$ cat config.mk
export PLATFORM = sky130hd
export DESIGN_NAME = fadd_norm_round
export DESIGN_NICKNAME = d
export VERILOG_FILES = /design/src/rtl/fadd_norm_round.sv
export SDC_FILE = /design/constraint.sdc
export NUM_CORES = 1
export LEC_CHECK = 0
export CAP_MARGIN = 10
export CORE_ASPECT_RATIO = 0.9
export CORE_MARGIN = 5
export CORE_UTILIZATION = 39
export DETAILED_ROUTE_END_ITERATION = 10
export SYNTH_ARGS = -nofsm -noshare
export SYNTH_HDL_FRONTEND = slang
export SYNTH_SLANG_ARGS = --single-unit
export TNS_END_PERCENT = 50
$ cat constraint.sdc
create_clock -name clk -period 8.3 [get_ports clk]
set_clock_uncertainty 0.15 [all_clocks]
set_input_delay 0.83 -clock clk [delete_from_list [all_inputs] [get_ports clk]]
set_output_delay 0.83 -clock clk [all_outputs]
set_load 0.02 [all_outputs]
$ cat src/rtl/fadd_norm_round.sv
// Post-add normalise / round-to-nearest-even / pack stage for a single-precision adder.
// One operation in flight; valid/ready on both sides, result held in DONE until taken.
module fadd_norm_round #(
    parameter bit FAST_LZ      = 1'b0,
    parameter bit FLUSH_DENORM = 1'b1
) (
    input  logic        clk,
    input  logic        rst_n,
    input  logic        in_valid,
    output logic        in_ready,
    input  logic        in_sign,
    input  logic [7:0]  in_exp,
    input  logic [27:0] in_sum,
    input  logic        in_special,
    input  logic [31:0] in_special_val,
    output logic        out_valid,
    input  logic        out_ready,
    output logic [31:0] out_result,
    output logic        out_overflow,
    output logic        out_underflow
);

    // state | meaning
    // IDLE  | waiting for an operation
    // SHIFT | left-normalising toward the hidden bit, floored at exp==1
    // ROUND | round-to-nearest-even, carry renormalise, overflow check, pack
    // DONE  | result presented until out_ready
    typedef enum logic [1:0] {S_IDLE, S_SHIFT, S_ROUND, S_DONE} state_t;

    state_t             r_state;
    logic               r_sign;
    logic signed [9:0]  r_exp;
    logic [27:0]        r_sum;
    logic               r_sub;
    logic [31:0]        r_result;
    logic               r_ovf;
    logic               r_unf;
    logic               r_out_valid;

    logic               w_accept;
    logic signed [9:0]  w_in_exp;
    logic [4:0]         w_lz;
    logic signed [9:0]  w_lim;
    logic [4:0]         w_amt;
    logic [27:0]        w_sum_sh;
    logic signed [9:0]  w_exp_sh;
    logic [23:0]        w_m24;
    logic               w_up;
    logic [24:0]        w_m25;
    logic               w_carry;
    logic signed [9:0]  w_exp_rnd;
    logic [22:0]        w_man;

    assign in_ready      = rst_n & ((r_state == S_IDLE) | ((r_state == S_DONE) & out_ready));
    assign w_accept      = in_valid & in_ready;
    assign w_in_exp      = signed'({2'b00, in_exp});

    assign out_valid     = r_out_valid;
    assign out_result    = r_result;
    assign out_overflow  = r_ovf;
    assign out_underflow = r_unf;

    // Distance from the leading one to the hidden-bit position.
    always_comb begin
        w_lz = 5'd27;
        for (int i = 0; i < 27; i++) begin
            if (r_sum[i]) w_lz = 5'(26 - i);
        end
    end

    assign w_lim = r_exp - 10'sd1;

    always_comb begin
        w_amt = 5'd1;
        if (FAST_LZ) begin
            if (w_lim < signed'({5'd0, w_lz})) w_amt = w_lim[4:0];
            else                               w_amt = w_lz;
        end
    end

    assign w_sum_sh  = r_sum << w_amt;
    assign w_exp_sh  = r_exp - signed'({5'd0, w_amt});

    assign w_m24     = r_sum[26:3];
    assign w_up      = r_sum[2] & (r_sum[1] | r_sum[0] | r_sum[3]);
    assign w_m25     = {1'b0, w_m24} + {24'd0, w_up};
    assign w_carry   = w_m25[24];
    assign w_exp_rnd = r_exp + signed'({9'd0, w_carry});
    assign w_man     = w_carry ? 23'd0 : w_m25[22:0];

    always_ff @(posedge clk or negedge rst_n) begin
        if (!rst_n) begin
            r_state     <= S_IDLE;
            r_sign      <= 1'b0;
            r_exp       <= '0;
            r_sum       <= '0;
            r_sub       <= 1'b0;
            r_result    <= '0;
            r_ovf       <= 1'b0;
            r_unf       <= 1'b0;
            r_out_valid <= 1'b0;
        end else begin
            case (r_state)
                S_IDLE, S_DONE: begin
                    if (w_accept) begin
                        r_sign      <= in_sign;
                        r_exp       <= w_in_exp;
                        r_sum       <= in_sum;
                        r_sub       <= 1'b0;
                        r_ovf       <= 1'b0;
                        r_unf       <= 1'b0;
                        r_out_valid <= 1'b0;
                        if (in_special) begin
                            r_result    <= in_special_val;
                            r_out_valid <= 1'b1;
                            r_state     <= S_DONE;
                        end else if (in_sum == 28'd0) begin
                            r_result    <= 32'h0000_0000;
                            r_out_valid <= 1'b1;
                            r_state     <= S_DONE;
                        end else if (in_sum[27]) begin
                            // Bit shifted out of the carry position folds into sticky.
                            r_sum   <= {1'b0, in_sum[27:2], in_sum[1] | in_sum[0]};
                            r_exp   <= w_in_exp + 10'sd1;
                            r_state <= S_ROUND;
                        end else if (in_sum[26]) begin
                            r_state <= S_ROUND;
                        end else if (w_in_exp <= 10'sd1) begin
                            if (FLUSH_DENORM) begin
                                r_result    <= {in_sign, 31'd0};
                                r_unf       <= 1'b1;
                                r_out_valid <= 1'b1;
                                r_state     <= S_DONE;
                            end else begin
                                r_sub   <= 1'b1;
                                r_state <= S_ROUND;
                            end
                        end else begin
                            r_state <= S_SHIFT;
                        end
                    end else if ((r_state == S_DONE) && out_ready) begin
                        r_out_valid <= 1'b0;
                        r_state     <= S_IDLE;
                    end
                end

                S_SHIFT: begin
                    r_sum <= w_sum_sh;
                    r_exp <= w_exp_sh;
                    if (w_sum_sh[26]) begin
                        r_state <= S_ROUND;
                    end else if (w_exp_sh <= 10'sd1) begin
                        if (FLUSH_DENORM) begin
                            r_result    <= {r_sign, 31'd0};
                            r_unf       <= 1'b1;
                            r_out_valid <= 1'b1;
                            r_state     <= S_DONE;
                        end else begin
                            r_sub   <= 1'b1;
                            r_state <= S_ROUND;
                        end
                    end
                end

                S_ROUND: begin
                    r_out_valid <= 1'b1;
                    r_state     <= S_DONE;
                    // A subnormal that rounds up into the hidden bit lands as exp field 1.
                    if (r_sub) begin
                        r_result <= {r_sign, 7'd0, w_m25[23:0]};
                        r_unf    <= 1'b1;
                    end else if (w_exp_rnd >= 10'sd255) begin
                        r_result <= {r_sign, 8'hFF, 23'd0};
                        r_ovf    <= 1'b1;
                    end else begin
                        r_result <= {r_sign, w_exp_rnd[7:0], w_man};
                    end
                end

                default: r_state <= S_IDLE;
            endcase
        end
    end

endmodule
==> flow_summary.json, run 1 <==
{
  "cts_buffers": 9,
  "worstRegToRegCells": 11,
  "postSynthCellCount": 556,
  "antenna_cells": 0,
  "hold_viol_final": 0,
  "pwr_density_cell_nw_per_um2": 345,
  "io_buffers": 109,
  "grt_pass1_vias": 4471,
  "crit_type": "flip-flop to flip-flop",
  "clk_pin_slew_ps": 60,
  "worstPathArrival_ps": 4790,
  "total_leakage_power_nw": 2.56,
  "drcViolationCount": 0,
  "rsz0062_at_grt": "false",
  "wl_per_cell_um": 18.1,
  "synth-edff-count": 0,
  "synth_cell_types": 55,
  "yosysTopAreaCell": "dfrtp_1",
  "grt_max_degree": 79,
  "wl_mm": 14.7,
  "ff_latch_area_um2": 1880,
  "timing.final.crit_share": 0.569,
  "overflow": 0,
  "num_rows": 39,
  "drv_cap": 0,
  "dp_hpwl_mm": 10.9,
  "coreArea_um2": 12800,
  "hold_depth": 1,
  "yosys_warnings": 0,
  "netlist_top_cells_count": "dfrtp_1 (75), nand2_1 (49), o21ai_0 (36)",
  "slew-limit-headroom": 0.291,
  "cts_hold_buffers": 0,
  "synth_top_area_frac": 0.367,
  "worst-slew-pin-transition_ps": 1060,
  "post-synth-top-count-cell": "dfrtp_1",
  "crit_chain": "nand4_1 > or4_1 > nor4_2 > buf_4 > ha_1 > nand3_1 > or3_1 > a221o_1 > a21oi_2 > o31ai_1 > mux2_1",
  "antenna_found_initial": 0,
  "synthFlopType": "dfrtp_1",
  "yosys-top-cells-area": "dfrtp_1 (37%), mux2_2 (7.7%), mux2i_1 (4.9%)",
  "ys_async_sr_fraction": 1.00,
  "cts_tree": "built",
  "max-clock-path-buffers": 2,
  "dieWidth_um": 131,
  "drt_iter0_drc": 365,
  "mappedNetlistNets": 644,
  "seq_area_frac_synth": 0.367,
  "finalCriticalPeriod_ps": 4720,
  "crit_path_end_kind": "flip-flop",
  "start_kind": "flip-flop",
  "setup_viol": 0,
  "globalplace.congestion": 0.875,
  "drive_gt1_frac": 0.111,
  "ir_drop_v": 0.000164,
  "fin_tns_setup_ps": 0,
  "clock_latency_ps": 340,
  "layout.nets": 731,
  "syn_to_final_growth_pct": 29.2,
  "ys_ff_latch": 75,
  "syn_area_um2": 5120,
  "vias_per_cell": 5.72,
  "grt_pass1_wl_mm": 23.8,
  "required_ps": 8370,
  "min_path_type": "flip-flop to flip-flop",
  "slowest_delay_ps": 800,
  "crit_path_top_delay_cell": "a21oi_2",
  "die_y_um": 119,
  "floorplan.initialDensity": 0.400,
  "fillCellCount": 1200,
  "ios": 110,
  "fmax_mhz": 212,
  "clock-sinks": 75,
  "ctsHtreeMaxLevel": 3,
  "outcome": "complete, no violations",
  "slew_violations": 0,
  "synth.avg_cell_area_um2": 9.21,
  "grt_usage": 0.192,
  "die_area_um2": 15500,
  "crit_fanout": 24,
  "multi_input_area_um2": 3010,
  "firstDrtPassIters": 5,
  "hold-worst-slack_ps": 339,
  "num_vias": 4642,
  "post_cts_resized": 0,
  "antenna_left": 0,
  "post_cts_buffers": 0,
  "cts_root_buf": "clkbuf_16"
}
## worst max-delay path, delay by kind of cell (launching register included)
kind            cells  cell delay, ps
buf+inv             1             240
compound gates      3            1410
fa+ha+maj           1             220
mux                 1             330
simple gates        5            1780
flops               1             460
## worst paths after layout
path | from | end | slack (ps)
max | r_sum[9]$_DFFE_PN0P_ | out_result[8]$_DFFE_PN0P_ | 3580
min | out_result[8]$_DFFE_PN0P_ | out_result[8]$_DFFE_PN0P_ | 340
max reg2reg | r_sum[9]$_DFFE_PN0P_ | out_result[8]$_DFFE_PN0P_ | 3580
min reg2reg | out_result[8]$_DFFE_PN0P_ | out_result[8]$_DFFE_PN0P_ | 340
max in group asynchronous | rst_n | r_sum[13]$_DFFE_PN0P_ | 6840
min in group asynchronous | rst_n | r_state[0]$_DFFE_PN0P_ | 470
## cell usage in the layout (no fill, tap or decap), types with 3 or more instances in the layout
| master | instances |
|---|---|
| mux2i_1 | 25 |
| and3_1 | 4 |
| a21oi_1 | 31 |
| xor2_1 | 10 |
| o31ai_1 | 16 |
| clkbuf_16 | 9 |
| clkdlybuf4s50_1 | 108 |
| dfrtp_1 | 75 |
| o22ai_1 | 11 |
| clkinv_2 | 3 |
| a221o_1 | 8 |
| nand3_1 | 15 |
| nand4_1 | 7 |
| nor4_1 | 14 |
| or2_2 | 3 |
| a22oi_1 | 19 |
| nand2b_1 | 4 |
| buf_4 | 6 |
| o21ai_0 | 36 |
| nand2_1 | 49 |
| mux2_2 | 35 |
| xnor2_1 | 24 |
| o41ai_1 | 10 |
| nor2_1 | 24 |
| or3_1 | 8 |
| and2_1 | 4 |
| nor3_1 | 13 |
| a211oi_1 | 3 |
| inv_1 | 16 |
| ha_1 | 14 |
## area by class of cell
type	instances	area share
Multi-Input combinational cell	426	0.455
Sequential cell	75	0.284
Timing Repair Buffer	115	0.173
Clock buffer	9	0.0341
Tap cell	164	0.0310
Clock inverter	7	0.0140
Inverter	16	0.00908
## state kept, by name, summed over array words and instances (netlist names)
| signal | count |
|---|---|
| r_state | 2 |
| out_overflow | 1 |
| r_sign | 1 |
| out_result | 32 |
| out_valid | 1 |
| out_underflow | 1 |
| r_sum | 27 |
| r_exp | 10 |
## stage by stage
stage / setup WS, ps / util / area, um2 / instances / power (W)
after floorplan: 4130 / - / 5120 / 556 / 0.00151
after global placement: 3800 / 0.491 / 6280 / 795 / 0.00184
after detailed placement: 3640 / 0.491 / 6280 / 795 / 0.00187
after CTS: 3610 / 0.516 / 6600 / 811 / 0.00229
after global routing: 3220 / 0.517 / 6610 / 812 / 0.00245
final: 3580 / 0.517 / 6610 / 812 / 0.00228
## cells by family (layout without fill, tap and decap cells)
family          count (synthesis)  count (layout)  share of synthesized area
flops                          75              75                      0.367
fa+ha+maj                      14              14                     0.0342
mux                            62              62                      0.130
compound gates                156             156                      0.202
buf+inv                        55             147                     0.0479
xor+xnor                       34              34                     0.0582
simple gates                  160             160                      0.161
## power breakdown
group / switching [W] / internal (W) / leakage (nW)
logic: 0.000622 / 0.000541 / 1.46
clock network: 0.000154 / 0.000262 / 0.159
registers: 0.000189 / 0.000516 / 0.945
## metal layers
| metal | part of all wire | up-vias | GRT usage | routed length, um |
|---|---|---|---|---|
| li1 | - | 2255 | - | - |
| met1 | 0.50 | 2233 | 0.298 | 7360 |
| met2 | 0.43 | 140 | 0.274 | 6260 |
| met3 | 0.058 | 14 | 0.0289 | 849 |
| met4 | 0.013 | 0 | 0.0527 | 187 |
| met5 | 0 | - | 0 | 0 |
No activity file was read; power rests on OpenSTA's default activity.
==> run 2: changes to the inputs <==
--- a/config.mk
+++ b/config.mk
@@ -10,6 +10,7 @@
 export CORE_MARGIN = 5
 export CORE_UTILIZATION = 39
 export DETAILED_ROUTE_END_ITERATION = 10
+export PLACE_DENSITY = 0.66
 export SYNTH_ARGS = -nofsm -noshare
 export SYNTH_HDL_FRONTEND = slang
 export SYNTH_SLANG_ARGS = --single-unit
==> constraint.sdc (replaced) <==
create_clock -name clk -period 4.05 [get_ports clk]
set_clock_uncertainty 0.15 [all_clocks]
set_input_delay 0.405 -clock clk [delete_from_list [all_inputs] [get_ports clk]]
set_output_delay 0.405 -clock clk [all_outputs]
set_load 0.02 [all_outputs]
==> flow_summary.json, run 2 (synthesis results as in run 1) <==
{
  "reg2reg_slack_ps": 310,
  "drt_iter0_drc": 339,
  "grt_usage": 0.192,
  "start_kind": "flip-flop",
  "cpMostUsedCell": "nand3_1",
  "die_area_um2": 15500,
  "globalplace.congestion": 0.881,
  "finalCriticalPeriod_ps": 3740,
  "r2r-start": "r_sum[3]$_DFFE_PN0P_",
  "slew-limit-headroom": 0.351,
  "rsz0062_at_grt": "false",
  "slowest_delay_ps": 430,
  "final_cell_mix": "clkdlybuf4s50_1 (108), dfrtp_1 (75), nand2_1 (49), o21ai_0 (36), mux2_2 (35)",
  "coreArea_um2": 12800,
  "grt_pass1_wl_mm": 23.8,
  "ir_drop_v": 0.000275,
  "die_y_um": 119,
  "overflow": 0,
  "pwr_density_cell_nw_per_um2": 702,
  "num_vias": 4746,
  "crit_chain": "and2_1 > ha_1 > nand3_1 > or2_4 > nor4_4 > ha_2 > nand3_1 > or3_1 > a221o_1 > a21oi_2 > buf_8 > o31ai_1 > mux2_1",
  "worst-slew-pin-transition_ps": 973,
  "largest_reg_flops": 32,
  "drv_cap": 0,
  "io_buffers": 109,
  "outcome": "complete, no violations",
  "clk_pin_slew_ps": 70,
  "antenna_cells": 0,
  "floorplan.initialDensity": 0.400,
  "dieWidth_um": 131,
  "post_cts_buffers": 0,
  "cts_tree": "built",
  "hold_viol_final": 0,
  "syn_to_final_growth_pct": 31.1,
  "worstPathArrival_ps": 3820,
  "fin_util": 0.525,
  "dp_hpwl_mm": 11.1,
  "crit_type": "flip-flop to flip-flop",
  "worstRegToRegCells": 13,
  "crit_fanout": 24,
  "slew_violations": 0,
  "layout_setup_ws_ps": 309,
  "drive_gt1_frac": 0.134,
  "num_rows": 39,
  "grt_max_degree": 76,
  "timing.final.crit_share": 0.924,
  "drcViolationCount": 0,
  "final_common_cell": "clkdlybuf4s50_1",
  "fmax_mhz": 267,
  "antenna_found_initial": 0,
  "vias_per_cell": 5.75,
  "cts_root_buf": "clkbuf_16",
  "crit_start": "r_sum[3]$_DFFE_PN0P_",
  "ios": 110,
  "layout.nets": 745,
  "ctsHtreeMaxLevel": 3,
  "min_path_type": "input port to asynchronous set/reset pin",
  "clock_latency_ps": 350,
  "pre_cts_ws_ps": -73.2,
  "crit_path_end": "out_result[8]$_DFFE_PN0P_",
  "antenna_left": 0,
  "wl_per_cell_um": 18.0,
  "crit_path_end_kind": "flip-flop",
  "total_leakage_power_nw": 2.63,
  "cts_buffers": 9,
  "fillCellCount": 1169,
  "crit_path_top_delay_cell": "dfrtp_1",
  "r2r_end": "out_result[8]$_DFFE_PN0P_",
  "wl_mm": 14.8,
  "clock-sinks": 75,
  "required_ps": 4130,
  "setup_viol": 0,
  "max-clock-path-buffers": 2,
  "firstDrtPassIters": 5,
  "grt_pass1_vias": 4623
}
-- run 2: cell types whose count changed in the layout (fill, tap and decap cells not counted), sizes merged --
cell and delta:
buf +14, inv +7, clkinv -5, bufinv -2
-- run 2: worst min-delay path by stage --
stage | start | to | cells after the start
final | rst_n | r_sign$_DFFE_PN0P_ | 2
after global routing | rst_n | r_sign$_DFFE_PN0P_ | 2
after CTS | rst_n | out_result[31]$_DFFE_PN0P_ | 2
after detailed placement | out_result[4]$_DFFE_PN0P_ | out_result[4]$_DFFE_PN0P_ | 1
after global placement | out_result[8]$_DFFE_PN0P_ | out_result[8]$_DFFE_PN0P_ | 1
after floorplan | rst_n | out_overflow$_DFFE_PN0P_ | 0
-- run 2: metrics by stage --
stage	hold slack (ps)	TNS [ps]	instances	cell area, um2	power [W]
after floorplan	-40.6	0	556	5120	0.00310
after global placement	321	0	810	6390	0.00380
after detailed placement	347	-468	810	6390	0.00388
after CTS	223	0	826	6690	0.00470
after global routing	278	0	826	6710	0.00504
final	157	0	826	6710	0.00471
-- run 2: what timing repair did --
| action | CTS | global route |
|---|---|---|
| hold buffers | 0 | 0 |
| resized for setup | 1 | 6 |
| pin swaps | 0 | 0 |
| setup endpoints to repair | 7 | 31 |
-- run 2: routing by layer --
layer	GRT usage	wire length [um]
met1	0.289	7240
met4	0.0668	275
met3	0.0343	900
met5	0	0
met2	0.276	6430
-- run 2: worst max-delay path, delay by kind of cell (launching register included) --
kind                       cells  cell delay [ps]
DFF                            1              430
buffers and inverters          1              210
and+or+nand+nor                6             1410
muxes                          1              300
AOI/OAI and AO/OA              3              680
adders and majority gates      2              450
-- run 2: final cells by class --
type / count / area (um2) / area share
clock buffers: 9 / 225 / 0.0336
repair buffers: 129 / 1250 / 0.186
inverters: 16 / 60.1 / 0.00895
clock inverters: 7 / 63.8 / 0.00951
well taps: 164 / 205 / 0.0306
multi-input cells: 426 / 3030 / 0.452
flip-flops and latches: 75 / 1880 / 0.280
-- run 2: report_power, final --
| part | leakage [nW] | internal [W] | switching, W |
|---|---|---|---|
| sequential | 0.945 | 0.00106 | 0.000357 |
| clock | 0.144 | 0.000433 | 0.000365 |
| combinational | 1.54 | 0.00117 | 0.00133 |
